--- src/rtl/k_means_regfile.sv ---
// rtl/k_means_regfile.sv - host register file and RAM/core sequencer for the k-means engine
//
// Purpose: host-visible register bank (status, go, 8 centroids, RAM address/data,
// point range, threshold) with a small FSM that issues single-cycle RAM write
// strobes, starts a core run and collects the core's completion interrupt.
//
// Ports:
//   clk, rst_n                  clock, asynchronous active-low reset
//   host_sel/host_wr/host_addr  host access strobe, direction, register number
//   host_wdata/host_rdata       host write data / registered read data
//   host_ready                  access accepted this cycle (low during a RAM strobe)
//   irq                         run-complete interrupt (mirrors status.done)
//   adress2core/data2core       RAM address and RAM/centroid data towards the core
//   go_core                     high while the core is running
//   first/last_ram_address      point range registers
//   threshold_value             convergence threshold register
//   W_R_RAM_N/CHIP_SEL_RAM_N    active-low RAM write enable and chip select
//   reg_num/reg_w_r             core register select and write strobe
//   Reg_write_data_from_core    core centroid write data
//   interupt                    core done pulse

module k_means_regfile #(
  parameter int dataWidth       = 91,
  parameter int addrWidth       = 9,
  parameter int manhatten_width = 16,
  parameter int reg_amount      = 8
) (
  input  logic                       clk,
  input  logic                       rst_n,
  input  logic                       host_sel,
  input  logic                       host_wr,
  input  logic [reg_amount-1:0]      host_addr,
  input  logic [dataWidth-1:0]       host_wdata,
  output logic [dataWidth-1:0]       host_rdata,
  output logic                       host_ready,
  output logic                       irq,
  output logic [dataWidth-1:0]       adress2core,
  output logic [dataWidth-1:0]       data2core,
  output logic                       go_core,
  output logic [addrWidth-1:0]       first_ram_address,
  output logic [addrWidth-1:0]       last_ram_address,
  output logic [manhatten_width-1:0] threshold_value,
  output logic                       W_R_RAM_N,
  output logic                       CHIP_SEL_RAM_N,
  input  logic [reg_amount-1:0]      reg_num,
  input  logic                       reg_w_r,
  input  logic [dataWidth-1:0]       Reg_write_data_from_core,
  input  logic                       interupt
);

  localparam logic [reg_amount-1:0] A_STATUS   = reg_amount'(0);
  localparam logic [reg_amount-1:0] A_GO       = reg_amount'(1);
  localparam logic [reg_amount-1:0] A_CENT1    = reg_amount'(2);
  localparam logic [reg_amount-1:0] A_RAM_ADDR = reg_amount'(10);
  localparam logic [reg_amount-1:0] A_RAM_DATA = reg_amount'(11);
  localparam logic [reg_amount-1:0] A_FIRST    = reg_amount'(12);
  localparam logic [reg_amount-1:0] A_LAST     = reg_amount'(13);
  localparam logic [reg_amount-1:0] A_THRESH   = reg_amount'(14);

  typedef enum logic [1:0] {IDLE, RAM_WR, RUN, DONE} state_t;

  state_t                     state;
  logic [dataWidth-1:0]       cent [8];
  logic [addrWidth-1:0]       ram_addr;
  logic [dataWidth-1:0]       ram_data;
  logic [addrWidth-1:0]       first_addr;
  logic [addrWidth-1:0]       last_addr;
  logic [manhatten_width-1:0] threshold;
  logic                       done;
  logic                       cfg_err;
  logic                       access_err;

  logic                       running;
  logic                       wr_acc;
  logic                       rd_acc;
  logic                       locked_reg;
  logic [dataWidth-1:0]       rd_mux;
  logic [dataWidth-1:0]       core_cent;

  assign running    = (state == RUN);
  assign host_ready = (state != RAM_WR);
  assign wr_acc     = host_sel & host_ready & host_wr;
  assign rd_acc     = host_sel & host_ready & ~host_wr;

  // Registers the core depends on while running: go and the RAM/range/threshold block.
  assign locked_reg = (host_addr == A_GO) ||
                      ((host_addr >= A_RAM_ADDR) && (host_addr <= A_THRESH));

  assign go_core           = running;
  assign irq               = done;
  assign first_ram_address = first_addr;
  assign last_ram_address  = last_addr;
  assign threshold_value   = threshold;

  always_comb begin
    rd_mux = '0;
    case (host_addr)
      A_STATUS:   rd_mux = dataWidth'({access_err, cfg_err, running, done});
      A_GO:       rd_mux = dataWidth'(running);
      A_RAM_ADDR: rd_mux = dataWidth'(ram_addr);
      A_RAM_DATA: rd_mux = ram_data;
      A_FIRST:    rd_mux = dataWidth'(first_addr);
      A_LAST:     rd_mux = dataWidth'(last_addr);
      A_THRESH:   rd_mux = dataWidth'(threshold);
      default: begin
        for (int i = 0; i < 8; i++) begin
          if (host_addr == A_CENT1 + reg_amount'(i)) rd_mux = cent[i];
        end
      end
    endcase
  end

  // Centroid lookup for the core; anything outside 2..9 reads as zero.
  always_comb begin
    core_cent = '0;
    for (int i = 0; i < 8; i++) begin
      if (reg_num == A_CENT1 + reg_amount'(i)) core_cent = cent[i];
    end
  end

  always_comb begin
    adress2core    = '0;
    data2core      = '0;
    W_R_RAM_N      = 1'b1;
    CHIP_SEL_RAM_N = 1'b1;
    if (state == RAM_WR) begin
      adress2core    = dataWidth'(ram_addr);
      data2core      = ram_data;
      W_R_RAM_N      = 1'b0;
      CHIP_SEL_RAM_N = 1'b0;
    end else if (running && !reg_w_r) begin
      data2core = core_cent;
    end
  end

  always_ff @(posedge clk or negedge rst_n) begin
    if (!rst_n) begin
      state      <= IDLE;
      host_rdata <= '0;
      ram_addr   <= '0;
      ram_data   <= '0;
      first_addr <= '0;
      last_addr  <= '0;
      threshold  <= '0;
      done       <= 1'b0;
      cfg_err    <= 1'b0;
      access_err <= 1'b0;
      for (int i = 0; i < 8; i++) cent[i] <= '0;
    end else begin
      host_rdata <= rd_acc ? rd_mux : '0;

      if (wr_acc) begin
        if (running && locked_reg) begin
          access_err <= 1'b1;
        end else begin
          case (host_addr)
            A_STATUS: begin
              if (host_wdata[0]) done       <= 1'b0;
              if (host_wdata[2]) cfg_err    <= 1'b0;
              if (host_wdata[3]) access_err <= 1'b0;
            end
            A_GO:       ;
            A_RAM_ADDR: ram_addr   <= host_wdata[addrWidth-1:0];
            A_RAM_DATA: ram_data   <= host_wdata;
            A_FIRST:    first_addr <= host_wdata[addrWidth-1:0];
            A_LAST:     last_addr  <= host_wdata[addrWidth-1:0];
            A_THRESH:   threshold  <= host_wdata[manhatten_width-1:0];
            default: begin
              for (int i = 0; i < 8; i++) begin
                if (host_addr == A_CENT1 + reg_amount'(i)) cent[i] <= host_wdata;
              end
            end
          endcase
        end
      end

      // Core capture comes after the host path so it wins a same-cycle collision.
      if (running && reg_w_r) begin
        for (int i = 0; i < 8; i++) begin
          if (reg_num == A_CENT1 + reg_amount'(i)) cent[i] <= Reg_write_data_from_core;
        end
      end

      case (state)
        IDLE: begin
          if (wr_acc && host_addr == A_RAM_DATA) begin
            state <= RAM_WR;
          end else if (wr_acc && host_addr == A_GO && host_wdata[0]) begin
            if (first_addr <= last_addr) state <= RUN;
            else                         cfg_err <= 1'b1;
          end
        end
        RAM_WR: begin
          ram_addr <= ram_addr + addrWidth'(1);
          state    <= IDLE;
        end
        RUN: begin
          // Setting done here overrides a same-cycle write-1-to-clear.
          if (interupt) begin
            done  <= 1'b1;
            state <= DONE;
          end
        end
        DONE:    state <= IDLE;
        default: state <= IDLE;
      endcase
    end
  end

endmodule

--- config.mk ---
export PLATFORM = sky130hd
export DESIGN_NAME = k_means_regfile
export DESIGN_NICKNAME = d
export VERILOG_FILES = /design/src/rtl/k_means_regfile.sv
export SDC_FILE = /design/constraint.sdc
export NUM_CORES = 2
export LEC_CHECK = 0
export CORE_UTILIZATION = 40
export DETAILED_ROUTE_END_ITERATION = 10
export PLACE_DENSITY_LB_ADDON = 0.3
export SETUP_SLACK_MARGIN = 0.3
export SKIP_CTS_REPAIR_TIMING = 1
export SYNTH_ARGS = -nofsm -noshare
export SYNTH_HDL_FRONTEND = slang
export SYNTH_SLANG_ARGS = --single-unit
--- constraint.sdc ---
create_clock -name clk -period 3 [get_ports clk]
set_clock_uncertainty 0.1 [all_clocks]
set_input_delay 0.45 -clock clk [delete_from_list [all_inputs] [get_ports clk]]
set_output_delay 0.45 -clock clk [all_outputs]
set_load 0.005 [all_outputs]
Word-level counts from Yosys, hierarchy flattened --
Index checks and enable logic that the tools add are counted.
Storage, ports and cells: logic and storage cells 149, register bits after elaboration 958
Operators by class: order comparisons 3, add/sub/neg operators 1, equality and inequality tests 30, bitwise gates (word level) 5, reduce and logical (&&, ||, !) cells 24, mux-type cells 68
Operators by type and width (number):
- two-way mux 91 bit | 35
- two-way mux 728 bit | 4
- one-hot mux 91 bit (7 select lines) | 1
- equality test 8 x 4 -> 1 bit (second input constant) | 9
- equality test 8 x 3 -> 1 bit (second input constant) | 8
- two-way mux 9 bit | 5
- equality test 8 x 2 -> 1 bit (second input constant) | 4
- AND reduction 3 bit | 7
- two-way mux 1 bit | 18
- adder 9 x 1 -> 9 bit (second input constant) | 1
- <= comparator 9 bit | 1
- equality test 8 x 1 -> 1 bit (second input constant) | 1
- >= comparator 8 x 4 -> 1 bit (second input constant) | 1
- <= comparator 8 x 4 -> 1 bit (second input constant) | 1
- zero test 8 bit | 1
- two-way mux 2 bit | 4
- nonzero test 2 bit | 4
- logical AND 1 bit | 7
- OR reduction 7 bit | 1
- != test 3 bit (second input constant) | 2
- one-hot mux 2 bit (3 select lines) | 1
- equality test 2 bit (second input constant) | 2
- != test 2 bit (second input constant) | 2
- AND 1 bit | 3
- other kinds (7) | 8

Depth between registers and ports, before layout --
word-level depth 11, gate-level depth with buffers 10, gate-level depth less buffers 7

Worst setup path after synthesis --
Ideal clock, no wire load.
path kind input to output, start input port reg_num[5], end output port data2core[85], path buffers 4, arrival time 2452 ps, slack -2 ps, stages on the path 9, data required time 2450 ps, path through or4_1 -> buf_2 -> or4b_1 -> buf_2 -> buf_6 -> buf_2 -> o22ai_1 -> o211ai_1 -> o21ai_0
On the way: cells in the longest elaborated chain, start to end 11
Ends and longest elaborated chain:
- start, declared | RTL line 45 | input logic [reg_amount-1:0] reg_num,
- equality test 8 x 2 -> 1 bit | RTL line 117 | if (reg_num == A_CENT1 + reg_amount'(i)) core_cent = cent[i];
- two-way mux 91 bit (7 in series) | RTL line 117
- two-way mux 91 bit * | RTL line 117
- two-way mux 91 bit * | RTL line 131 | end else if (running && !reg_w_r) begin
- two-way mux 91 bit * | RTL line 126 | if (state == RAM_WR) begin
- end, declared | RTL line 38 | output logic [dataWidth-1:0] data2core,
Mark *: on every way between the ends. The rest lies on a longest branch, timed or not.

Final worst setup path --
start input port reg_num[7], end output port data2core[2]
Same word-level chain as after synthesis.

==> metrics <==
floorplan core area 0.142 sq mm; global router's overall resource usage 0.315; biggest fanout along the worst timing path 7; vertical extent of the die 380 um; compound-cell area share of the yosys netlist 0.226; area growth from synthesis to layout 26.8%; Worst Setup SP reg_num[7]; result of the run finished, violations left; share of the yosys chip area belonging to registers 0.419; crit share post-route 1.17; maximum ir drop on the vdd rail 0.423 mV; total instance count after detailed placement 8513; number of distinct library cells after synthesis 76; post-synthesis mux area share 0.171; number of violations of the max-capacitance limit 0; kind of capture point of the worst setup path output port; total length of routed wires 250 mm; crit path max-delay cell type sky130_fd_sc_hd__or4b_4; transition time at the pin with the least slew margin 0.933 ns; worst path setup slack after routing -0.507 ns; antenna violations before repair 28; biggest area consumer among synthesized cells sky130_fd_sc_hd__dfrtp_1; Inserted Clock Buffers 112; number of synthesized flops with an enable pin 0; Setup crit start kind input pin; clk buf depth 3; leakage power summed over all cells 29.7 nW; final routed wire length divided by cell count 28.3 um; cells after synthesis 6458; commonest non-fill, non-tap cells in the layout 958 x sky130_fd_sc_hd__dfrtp_1, 913 x sky130_fd_sc_hd__nand2_1, 730 x sky130_fd_sc_hd__mux2i_1; number of failing hold endpoints at the final stage 0; number of global-route vias before repair 52400; worst min-delay path category input pin to flip-flop; total count of max-transition violations in the final report 0; DP Area 0.0667 sq mm; most common cell after layout, fill and taps aside sky130_fd_sc_hd__dfrtp_1; first-iteration detailed-routing DRC count 7400; Setup Crit Path Kind input pin to output port; count of state elements after synthesis 958; Final setup violation count 91; Die ar. 0.145 sq mm; clock tree from TritonCTS done; Remaining Overflow, GRT 0; area share of xor/xnor cells in the synthesized design 0; Clock Pin Slew Worst Setup and Hold Paths 0.06 ns; number of standard cells in the layout, taps in and fillers out 8827; unrepaired setup endpoints after global routing true; share of final-layout standard cells stronger than drive strength 1 0.190; global-route wire length before repair 349 mm; cell chosen for the clock root sky130_fd_sc_hd__clkbuf_16; remaining max-slew budget at the tightest pin 0.377; pin count of the biggest net entering global routing 90; Simple-Gate Fraction of Synth Area 0.112; flip-flop cell with the highest count after synthesis sky130_fd_sc_hd__dfrtp_1; Hold Path Origin interupt; die width 380 um; placed wire-length estimate 159 mm; count of warnings emitted by yosys 0; highest clock rate 285 MHz; FFs w/ async S/R, synth 1.00; Final Critical Period 3.51 ns; arrival time at the worst endpoint 2.96 ns; IO Count 516; level count of the clock H-tree 3; number of placement rows 138; first-pass iteration count of the detailed router 8; DRC 0; number of sinks handled by clock tree synthesis 958; total power per unit cell area 432 mW/mm^2; summed instance area of the synthesized netlist 0.0573 sq mm; adder and majority cell fraction of the synthesized area 0.00218; number of nets at the end of the flow 7052; Crit path required time 2.45 ns; reg2reg start state[0]$_DFFE_PN0P_; portion of synthesized cell area occupied by the leading cell type 0.419; buffers added on ports 433; number of filler instances in the final layout 12700; synthesized area per cell 8.87 sq um; DR vias/cell 6.28; placer congestion estimate 0.931; largest incremental delay on the critical path 0.58 ns; total vias in the final route 55400; remaining number of nets flagged by the antenna check after routing 0; pre-CTS WS -1.04 ns; violations in the final reports setup timing; later-pin clock latency in the skew report 0.75 ns; largest cells by area after synthesis sky130_fd_sc_hd__dfrtp_1 42%, sky130_fd_sc_hd__mux2i_1 13%, sky130_fd_sc_hd__nand2_1 6.0%, sky130_fd_sc_hd__a21oi_1 4.6%, sky130_fd_sc_hd__o21ai_0 4.6%; combinational family with the most area after synthesis compound AO/OA/AOI/OAI gates; effective utilization at floorplan 0.404; crit path cell chain buf_6 > or4_4 > or4b_4 > buf_12 > buf_4 > buf_12 > o22a_1 > o22a_1 > o21ai_1 > buf_4 > buf_6; Layout Cell Area excl Fill 0.0726 sq mm
[final cells by class]
class / instances / area [sq um] / area share
Multi-Input combinational cell: 4709 / 30800 / 0.425
Clock buffer: 166 / 3290 / 0.0453
Timing Repair Buffer: 1028 / 11500 / 0.158
Sequential cell: 958 / 24000 / 0.330
Antenna cell: 12 / 30.0 / 0.000414
Inverter: 29 / 119 / 0.00164
Clock inverter: 35 / 541 / 0.00744
Tap cell: 1890 / 2360 / 0.0326
[path summary, 6_finish.rpt]
kind	slack (ns)	end	cells after the start
setup / recovery	-0.51	data2core[2]	11
hold / removal	0.21	state[0]$_DFFE_PN0P_	3
setup reg to reg	0.28	ram_data[21]$_DFFE_PN0P_	8
hold reg to reg	0.41	access_err$_DFFE_PN0P_	2
max in group asynchronous	1.53	cent[360]$_DFF_PN0_	3
min in group asynchronous	0.24	ram_data[81]$_DFFE_PN0P_	2
[registers in the layout, indices dropped and copies added (netlist names)]
| signal | count |
|---|---|
| irq | 1 |
| access_err | 1 |
| threshold_value | 16 |
| first_ram_address | 9 |
| cfg_err | 1 |
| ram_addr | 9 |
| state | 2 |
| cent | 728 |
| last_ram_address | 9 |
| host_rdata | 91 |
| ram_data | 91 |
[per-stage QoR]
stage / util / power [mW] / hold slack [ns] / TNS (ns)
2_1_floorplan: - / 15.3 / 0.0544 / 0
3_3_place_gp: 0.470 / 16.8 / 0.385 / -265.18
3_5_place_dp: 0.470 / 16.8 / 0.399 / -285.65
4_1_cts: 0.497 / 31.3 / -0.409 / -86.24
5_1_grt: 0.512 / 32.2 / 0.221 / -39.65
6_report: 0.512 / 31.4 / 0.209 / -36.35
[worst max-delay path: cells and delay by family]
| kind | cells | cell delay, ns |
|---|---|---|
| AO/OA/AOI/OAI | 3 | 0.55 |
| buffers and inverters | 6 | 0.80 |
| AND/OR/NAND/NOR | 2 | 1.14 |
[logic make-up after synthesis]
family / after synthesis
other: 1
DFF: 958
and+or+nand+nor: 1585
buffers and inverters: 875
muxes: 949
adders and majority gates: 10
AOI/OAI and AO/OA: 2080
[layer usage]
layer	up-vias	GRT usage	wire, um
met3	706	0.0774	28200
met5	-	0	163
met1	27200	0.430	102000
met4	26	0.132	11600
li1	23700	-	-
met2	3699	0.473	108000
[power breakdown]
part,internal (mW),switching (mW)
clock network,8.64,5.96
registers,13.3,0.325
logic,1.23,1.95
total,23.1,8.23
[Yosys cell counts, types with 74 or more instances]
library cell and count:
sky130_fd_sc_hd__a31oi_1 191, sky130_fd_sc_hd__clkbuf_1 493, sky130_fd_sc_hd__buf_2 132, sky130_fd_sc_hd__dfrtp_1 958, sky130_fd_sc_hd__mux2_2 219, sky130_fd_sc_hd__buf_4 84, sky130_fd_sc_hd__a21oi_1 529, sky130_fd_sc_hd__o22a_1 117
sky130_fd_sc_hd__nor2_1 514, sky130_fd_sc_hd__a2bb2oi_1 146, sky130_fd_sc_hd__mux2i_1 730, sky130_fd_sc_hd__o211ai_1 74, sky130_fd_sc_hd__nand2_1 918, sky130_fd_sc_hd__o22ai_1 200, sky130_fd_sc_hd__clkbuf_2 91, sky130_fd_sc_hd__o21ai_0 527
No activity file was read; power rests on OpenSTA's default activity.
